## config.mk

```make
export PLATFORM = sky130hd
export DESIGN_NAME = stepper_pulse_gen
export DESIGN_NICKNAME = d
export VERILOG_FILES = /design/src/rtl/stepper_pulse_gen.sv
export SDC_FILE = /design/constraint.sdc
export NUM_CORES = 1
export LEC_CHECK = 0
export ABC_AREA = 1
export BUFFER_PORTS_ARGS = -buffer_cell sky130_fd_sc_hd__buf_2
export CAP_MARGIN = 20
export CORE_AREA = 2 2 136 138
export CTS_CLUSTER_DIAMETER = 120
export DETAILED_ROUTE_END_ITERATION = 8
export DIE_AREA = 0 0 138 140
export PLACE_DENSITY = 0.69
export RECOVER_POWER = 100
export SLEW_MARGIN = 15
export SYNTH_ARGS = -nofsm -noshare
export SYNTH_HDL_FRONTEND = slang
export SYNTH_SLANG_ARGS = --single-unit
```

## constraint.sdc

```tcl
create_clock -name clock -period 2.8 [get_ports clock]
set_clock_uncertainty 0.1 [all_clocks]
set_input_delay 0.14 -clock clock [delete_from_list [all_inputs] [get_ports clock]]
set_output_delay 0.14 -clock clock [all_outputs]
set_load 0.005 [all_outputs]
```

## src/rtl/stepper_pulse_gen.sv

```systemverilog
// Purpose : turns each tick's signed delta_steps into evenly spaced STEP pulses plus a DIR level.
// Latency : rise -> SAMPLE 1 clk; DIR_SETUP clks of setup; a crossing in RUN cycle j raises STEP at j+1.
// Backpressure: none; oversized requests are clamped and early ticks abort the window (sticky overrun).
module stepper_pulse_gen #(
  parameter int simPeriod          = 500_000,
  parameter int fixedPointBaseBits = 16,
  parameter int PULSE_WIDTH        = 100,
  parameter int DIR_SETUP          = 50
) (
  input  logic                                 clock,
  input  logic                                 reset_n,
  input  logic                                 sync_sim_clock,
  input  logic signed [fixedPointBaseBits-1:0] delta_steps,
  input  logic                                 enable,
  input  logic                                 clear_pos,
  output logic                                 step,
  output logic                                 dir,
  output logic                                 busy,
  output logic                                 overrun,
  output logic signed [fixedPointBaseBits-1:0] pos_count
);

  localparam int W          = fixedPointBaseBits;
  localparam int RUN_CYCLES = simPeriod - DIR_SETUP;
  localparam int MAX_STEPS  = RUN_CYCLES / (2 * PULSE_WIDTH);
  localparam int RT_W       = $clog2(RUN_CYCLES + 1);
  localparam int ST_W       = $clog2(DIR_SETUP + 1);
  localparam int PW_W       = $clog2(PULSE_WIDTH + 1);

  localparam logic [31:0] RUN_C = 32'(RUN_CYCLES);
  localparam logic [31:0] MAX_C = 32'(MAX_STEPS);

  typedef enum logic [1:0] {
    IDLE   = 2'd0,
    SAMPLE = 2'd1,
    SETUP  = 2'd2,
    RUN    = 2'd3
  } state_t;

  state_t          state;
  state_t          state_nxt;

  logic            sim_prev;
  logic            rise;
  logic            abort;
  logic            sample_go;
  logic            load_run;
  logic            fire;
  logic            crossing;

  logic            delta_zero;
  logic            dir_new;
  logic [W-1:0]    mag_w;
  logic [31:0]     mag;
  logic            clamp;
  logic [31:0]     n_sel;

  logic [31:0]     n;
  logic [31:0]     acc;
  logic [31:0]     acc_sum;
  logic [ST_W-1:0] setup_tmr;
  logic [RT_W-1:0] run_tmr;
  logic [PW_W-1:0] pulse_tmr;

  // Tick edge detection in the clock domain.
  assign rise = sync_sim_clock & ~sim_prev;

  // Request magnitude: two's-complement negate keeps -2^(W-1) as 2^(W-1) unsigned, which then clamps.
  assign delta_zero = (delta_steps == '0);
  assign dir_new    = ~delta_steps[W-1];
  assign mag_w      = delta_steps[W-1] ? (~delta_steps + 1'b1) : delta_steps;
  assign mag        = 32'(mag_w);
  assign clamp      = (mag > MAX_C);
  assign n_sel      = clamp ? MAX_C : mag;

  // Bresenham-style accumulator: one pulse each time the running sum crosses the window length.
  assign acc_sum  = acc + n;
  assign crossing = (acc_sum >= RUN_C);

  // A rise while a window is in progress means the tick came early.
  assign abort = rise & enable & (state != IDLE);

  // SAMPLE holds while an in-flight pulse finishes so DIR never changes under a high STEP.
  assign sample_go = (state == SAMPLE) & enable & ~rise & ~step;
  assign load_run  = (state == SETUP) & (state_nxt == RUN);
  assign fire      = (state == RUN) & enable & ~rise & crossing;

  // State register.
  always_ff @(posedge clock or negedge reset_n) begin
    if (!reset_n) begin
      state <= IDLE;
    end else begin
      state <= state_nxt;
    end
  end

  // Next-state logic: disable beats everything, then an enabled rise always restarts at SAMPLE.
  always_comb begin
    state_nxt = state;
    if (!enable) begin
      state_nxt = IDLE;
    end else if (rise) begin
      state_nxt = SAMPLE;
    end else begin
      case (state)
        IDLE:    state_nxt = IDLE;
        SAMPLE:  if (!step) state_nxt = delta_zero ? IDLE : SETUP;
        SETUP:   if (setup_tmr <= ST_W'(1)) state_nxt = RUN;
        RUN:     if (run_tmr <= RT_W'(1)) state_nxt = IDLE;
        default: state_nxt = IDLE;
      endcase
    end
  end

  // FSM outputs.
  always_comb begin
    busy = (state == SETUP) || (state == RUN);
  end

  // Previous tick level for edge detection.
  always_ff @(posedge clock or negedge reset_n) begin
    if (!reset_n) begin
      sim_prev <= 1'b0;
    end else begin
      sim_prev <= sync_sim_clock;
    end
  end

  // Latch the clamped step count and direction when the sample is taken.
  always_ff @(posedge clock or negedge reset_n) begin
    if (!reset_n) begin
      n   <= '0;
      dir <= 1'b0;
    end else if (sample_go) begin
      n <= n_sel;
      if (!delta_zero) begin
        dir <= dir_new;
      end
    end
  end

  // DIR setup timer.
  always_ff @(posedge clock or negedge reset_n) begin
    if (!reset_n) begin
      setup_tmr <= '0;
    end else if (sample_go && !delta_zero) begin
      setup_tmr <= ST_W'(DIR_SETUP);
    end else if ((state == SETUP) && (setup_tmr != '0)) begin
      setup_tmr <= setup_tmr - 1'b1;
    end
  end

  // Run window timer and accumulator; the half-window start offset centres pulses in the window.
  always_ff @(posedge clock or negedge reset_n) begin
    if (!reset_n) begin
      run_tmr <= '0;
      acc     <= '0;
    end else if (load_run) begin
      run_tmr <= RT_W'(RUN_CYCLES);
      acc     <= RUN_C >> 1;
    end else if (state == RUN) begin
      if (run_tmr != '0) begin
        run_tmr <= run_tmr - 1'b1;
      end
      acc <= crossing ? (acc_sum - RUN_C) : acc_sum;
    end
  end

  // STEP pulse generator, independent of the FSM so a started pulse always completes.
  always_ff @(posedge clock or negedge reset_n) begin
    if (!reset_n) begin
      step      <= 1'b0;
      pulse_tmr <= '0;
    end else if (fire) begin
      step      <= 1'b1;
      pulse_tmr <= PW_W'(PULSE_WIDTH - 1);
    end else if (pulse_tmr != '0) begin
      pulse_tmr <= pulse_tmr - 1'b1;
    end else begin
      step <= 1'b0;
    end
  end

  // Sticky overrun: clamped request or aborted window.
  always_ff @(posedge clock or negedge reset_n) begin
    if (!reset_n) begin
      overrun <= 1'b0;
    end else if ((sample_go && !delta_zero && clamp) || abort) begin
      overrun <= 1'b1;
    end
  end

  // Issued-pulse position counter; clear wins over a coincident fire.
  always_ff @(posedge clock or negedge reset_n) begin
    if (!reset_n) begin
      pos_count <= '0;
    end else if (clear_pos) begin
      pos_count <= '0;
    end else if (fire) begin
      pos_count <= dir ? (pos_count + W'(1)) : (pos_count - W'(1));
    end
  end

endmodule

```

* Word-level counts from Yosys, hierarchy flattened
Index checks and enable logic that the tools add are counted.
Word-level totals: flip-flop bits (word level) 118, input port bits 21, output and inout bits 20, word-level logic and storage cells 87
Operators by class: add/subtract/negate cells 8, order comparisons 4, equality and inequality tests 5, mux-type cells 24, bitwise gates (word level) 16, reductions and logical operators 19
Operators by type and width (count):
- 2-to-1 mux 32 bit | 3
- 2-to-1 mux 16 bit | 5
- 2-to-1 mux 19 bit | 3
- adder 32 bit | 1
- greater-or-equal comparator 32 x 19 -> 1 bit, second input constant | 1
- subtractor 32 x 19 -> 32 bit, second input constant | 1
- <= comparator 19 x 1 -> 1 bit, second input constant | 1
- nonzero test 19 bit | 1
- subtractor 19 x 1 -> 19 bit, second input constant | 1
- adder 16 x 1 -> 16 bit, second input constant | 1
- adder 16 x 2 -> 16 bit, second input constant | 1
- > comparator 16 x 12 -> 1 bit, second input constant | 1
- zero test 16 bit | 1
- inverter 16 bit | 1
- subtractor 16 x 2 -> 16 bit, second input constant | 1
- 2-to-1 mux 7 bit | 2
- 2-to-1 mux 2 bit | 6
- 2-to-1 mux 6 bit | 2
- nonzero test 2 bit | 6
- bitwise AND 1 bit | 10
- case mux 2 bit (4 select lines) | 1
- nonzero test 7 bit | 1
- subtractor 7 x 1 -> 7 bit, second input constant | 1
- equality test 2 bit, second input constant | 3
- 12 further kinds | 21

* Depth between registers and ports, before layout
word-level depth 10, mapped depth 23, gate-level depth less buffers 22

* Least setup slack after synthesis
OpenSTA, ideal clock, no wires.
path type reg-to-reg, from register n[0], to register acc[31], setup time 0.118 ns, data arrival time 2.680 ns, required time 2.582 ns, setup slack -0.098 ns, stages on the path, launching flop included 16, path buffers 0, period minus slack after synthesis 2.898 ns, path through dfrtp_1 > ha_1 > fa_1 > xnor2_1 > inv_1 > ha_1 > nand3_1 > nand2_1 > nand4_1 > nand3_1 > nand2_1 > nand2_1 > a21oi_1 > nand4_1 > nand3_1 > nand2_1
Between the ends: cells in the longest elaborated chain, start to end 5, elaborated cells on any way between the ends 6, those cells by class 2 x add/sub; 1 x order compare; 3 x mux
RTL lines:
- from (decl) | RTL line 58 | logic [31:0] n;
- from (signal assigned) | RTL line 135 | n <= n_sel;
- adder 32 bit * | RTL line 77 | assign acc_sum = acc + n;
- subtractor 32 x 19 -> 32 bit or greater-or-equal comparator 32 x 19 -> 1 bit (tied branches) | RTL line 165, 78
- 2-to-1 mux 32 bit * | RTL line 165 | acc <= crossing ? (acc_sum - RUN_C) : acc_sum;
- 2-to-1 mux 32 bit * | RTL line 161 | end else if (state == RUN) begin
- 2-to-1 mux 32 bit * | RTL line 158 | end else if (load_run) begin
- to (signal assigned) | RTL line 160 | acc <= RUN_C >> 1;
- to (signal assigned) | RTL line 165
- to (decl) | RTL line 59 | logic [31:0] acc;
Mark *: on every way between the ends. The rest lies on a longest branch, timed or not. The select of a mux whose other input is x is not followed. A chain may end at the register's enable or synchronous reset.

* Final worst setup path
from register acc[0], to register acc[8]
Between the ends: cells in the longest elaborated chain, start to end 5, elaborated cells on any way between the ends 6, those cells by class 2 x add/sub; 1 x order compare; 3 x mux
RTL lines (RTL line):
- adder 32 bit * | 77
- subtractor 32 x 19 -> 32 bit or greater-or-equal comparator 32 x 19 -> 1 bit (tied branches) | 165, 78
- 2-to-1 mux 32 bit * | 165
- 2-to-1 mux 32 bit * | 161
- 2-to-1 mux 32 bit * | 158
Marks and branches as above.

==> results.py <==
metrics = {
    "status": {
        "status": "finished, violations left",
        "failed_checks": "setup timing",
    },
    "drt": {
        "drc": 0,
        "wl_um": 27300,
        "drtAntennaViolNets": 0,
        "drtIter0Drc": 612,
        "wire_per_inst_um": 15.0,
        "drt_pass1_iterations": 5,
        "vias": 9635,
        "routed_via_density": 5.31,
    },
    "sta": {
        "rsz0062_at_grt": "true",
        "setup_slack_ns": -0.319,
        "holdWs_ns": 0.0535,
        "period_share_pct": 111,
        "min_period_ns": 3.12,
        "drv_slew": 0,
        "slew_headroom_pct": 3.55,
        "worst_pin_slew_ns": 1.45,
        "hold_viol": 0,
        "setup_violations": 55,
        "max_freq_mhz": 321,
    },
    "grt": {
        "grt_max_degree": 103,
        "overflow": 0,
        "antenna_found_initial": 0,
        "grt_pass1_vias": 9201,
        "grt_pass1_wl_um": 43700,
        "grt_util_all_layers_pct": 27.5,
    },
    "worst_setup_path": {
        "r2r_slack_ns": -0.32,
        "rr_startpoint": "acc[0]$_DFFE_PN0P_",
        "reg2reg_depth": 20,
        "worstSetupPathType": "reg -> reg",
        "end_kind": "register",
        "r2r_end": "acc[8]$_DFFE_PN0P_",
        "cp.required_ns": 2.99,
        "cp_max_fo": 7,
        "arrival_ns": 3.31,
        "start_kind": "register",
    },
    "synth": {
        "synth_area_per_cell_um2": 6.36,
        "syn_nets": 1445,
        "yosys.cell_types.count": 43,
        "yosys-mux-area-fraction_pct": 0,
        "synth_top_area_share_pct": 29.0,
        "postSynthCellCount": 1383,
        "yosys_warnings": 0,
        "synth-adder-area-share_pct": 6.01,
        "netlist_area_um2": 8790,
        "ys_top_cells_by_count": "453 x nand2_1, 183 x inv_1, 130 x nor2_1, 119 x nand3_1, 102 x dfrtp_1",
        "synth_compound_area_share_pct": 9.18,
        "synth_top_family_by_area": "simple AND/OR/NAND/NOR gates",
        "async_flop_share_pct": 100,
        "synth_xor_area_share_pct": 4.88,
        "synth_seq_cells": 102,
        "synth-simple-area-share_pct": 40.4,
        "synth.area.top_cells": "dfrtp_1 29%, nand2_1 19%, inv_1 7.8%",
        "ys_seq_area_share_pct": 29.0,
        "synth_flop_cell": "dfrtp_1",
        "synth_edf_count": 0,
        "synth_top_area_cell": "dfrtp_1",
        "yosysMostFrequentCell": "nand2_1",
    },
    "placed_design": {
        "place_area_um2": 10300,
        "io_buffers": 40,
        "hpwl_um": 19800,
        "gp_congestion": 0.941,
        "dp_slack_ns": -0.331,
    },
    "worst_hold_path": {
        "min_to": "n[9]$_DFFE_PN0P_",
        "hold_class": "in -> reg",
        "hp-start": "delta_steps[9]",
        "hold_depth": 4,
    },
    "cts": {
        "cts.clk_slew.worst_paths_ns": 0.08,
        "cts.path.max_buffers": 2,
        "cts_made_buffers": 9,
        "clk_root_buffer_cell": "clkbuf_16",
        "ctsHtreeMaxLevel": 3,
        "cts.sinks": 102,
        "cts_tree": "done",
        "clk_latency_ns": 0.36,
    },
    "finish": {
        "nNetsFinal": 1644,
        "utilization_pct": 65.6,
        "finalInstanceArea_um2": 11700,
        "num_antenna_cells": 0,
        "drive_gt1_share_pct": 27.8,
        "areaGrowthSynthToFinish_pct": 32.6,
    },
    "die": {
        "io_pins": 41,
        "fp.dieW_um": 138,
        "fp.dieH_um": 140,
        "start_util_pct": 49.4,
        "die-area_um2": 19300,
        "coreArea_um2": 17800,
        "rows": 49,
    },
    "pwr": {
        "p_total_mw": 5.87,
        "power.density_nw_per_um2": 503,
        "peakVddDrop_v": 0.000438,
        "cellLeakagePower_nw": 6.14,
    },
    "job": {
        "max_cap_violations": 0,
    },
}
==> where the power goes <==
part           internal, mW  switching, mW  total (mW)
logic                  1.14           1.64        2.78
registers              1.62          0.170        1.79
clock network         0.635          0.666        1.30
total                  3.39           2.48        5.87
==> registers in the layout (all words and copies together) (netlist names) <==
name	count
step	1
pulse_tmr	7
acc	32
pos_count	16
sim_prev	1
n	16
dir	1
run_tmr	19
setup_tmr	6
overrun	1
state	2
==> cells in the final DEF (no fill, tap or decap), types with 5 or more instances in the layout <==
| cell type | Yosys | final |
|---|---|---|
| o31ai_1 | 12 | 6 |
| o21ai_1 | 14 | 18 |
| clkbuf_16 | 0 | 11 |
| inv_1 | 183 | 178 |
| o211ai_2 | 7 | 7 |
| nand3_2 | 3 | 20 |
| buf_4 | 0 | 145 |
| xor2_1 | 35 | 35 |
| nor2_2 | 10 | 21 |
| nand2_1 | 453 | 405 |
| nand3_4 | 0 | 7 |
| o211ai_1 | 5 | 5 |
| o21ai_0 | 33 | 24 |
| buf_12 | 0 | 5 |
| ha_4 | 0 | 14 |
| ha_1 | 39 | 23 |
| a21oi_2 | 0 | 7 |
| buf_2 | 5 | 30 |
| a21oi_1 | 45 | 36 |
| nand4_1 | 34 | 34 |
| o22ai_1 | 7 | 7 |
| buf_6 | 5 | 12 |
| or2_2 | 16 | 16 |
| nand2_4 | 1 | 8 |
| xnor2_1 | 14 | 13 |
| nor2_4 | 2 | 12 |
| dfrtp_1 | 102 | 97 |
| nor4_1 | 5 | 5 |
| clkbuf_1 | 12 | 10 |
| inv_2 | 23 | 27 |
| dfrtp_2 | 0 | 5 |
| nand3_1 | 119 | 95 |
| nand2_2 | 17 | 58 |
| nor3_1 | 20 | 19 |
| nor2_1 | 130 | 109 |
| o21ai_2 | 0 | 5 |
==> worst max-delay path: stages, from the launching register on <==
cell and delay [ns]:
dfrtp_1 0.39, ha_2 0.21, fa_2 0.45, buf_6 0.15, nand3_2 0.09, nand3_2 0.12, buf_4 0.16, nand2_1 0.06
nand2_2 0.09, nor2_1 0.13, nand3_1 0.12, nand2_1 0.10, nand2_2 0.07, nand3_2 0.08, nand2_4 0.09, buf_8 0.15
buf_12 0.13, buf_4 0.13, nand3_2 0.04, nand2_1 0.04, o21ai_1 0.13
==> worst max path at each step <==
stage | startpoint | to | cells after the start
after global placement | n[3]$_DFFE_PN0P_ | pos_count[3]$_DFFE_PN0P_ | 19
after global routing | acc[0]$_DFFE_PN0P_ | acc[1]$_DFFE_PN0P_ | 21
final | acc[0]$_DFFE_PN0P_ | acc[8]$_DFFE_PN0P_ | 20
after floorplan | n[0]$_DFFE_PN0P_ | acc[31]$_DFFE_PN0P_ | 15
after detailed placement | n[3]$_DFFE_PN0P_ | pos_count[12]$_DFFE_PN0P_ | 19
after CTS | acc[0]$_DFFE_PN0P_ | acc[2]$_DFFE_PN0P_ | 21
==> per-layer routing <==
layer	track usage [%]	share of wire [%]	wire, um	vias to the layer above
met5	0	0	0	-
met3	4.51	3.9	1060	97
li1	-	-	-	4810
met1	34.0	43	11800	4474
met2	46.9	48	13000	254
met4	13.6	5.3	1440	0
==> stage by stage <==
| stage | std cells | TNS, ns |
|---|---|---|
| detailed placement | 1773 | -13.42 |
| global route | 1816 | -19.76 |
| global placement | 1773 | -11.40 |
| floorplan | 1383 | 0 |
| CTS | 1803 | -4.51 |
| finish | 1816 | -11.88 |
==> cell type report <==
| cell class | instances | area, um^2 |
|---|---|---|
| Fill cell | 1541 | 6120 |
| Multi-Input combinational cell | 1048 | 6090 |
| Sequential cell | 102 | 2560 |
| Timing Repair Buffer | 211 | 1630 |
| Inverter | 210 | 793 |
| Tap cell | 229 | 287 |
| Clock buffer | 9 | 225 |
| Clock inverter | 7 | 72.6 |
==> timing repair <==
action	CTS	global route
setup buffers	13	11
pin swaps	39	37
setup endpoints to repair	55	64
endpoints found under the hold margin	105	0
hold buffers	3	0
cloned	0	2
resized for setup	98	106
==> cells by family after synthesis <==
group                      Yosys count
and+or+nand+nor                    823
DFF                                102
buffers and inverters              233
xor gates and xnor gates            49
AOI/OAI and AO/OA                  135
adders and majority gates           41
Note: power is estimated with default switching activity, not from simulation.
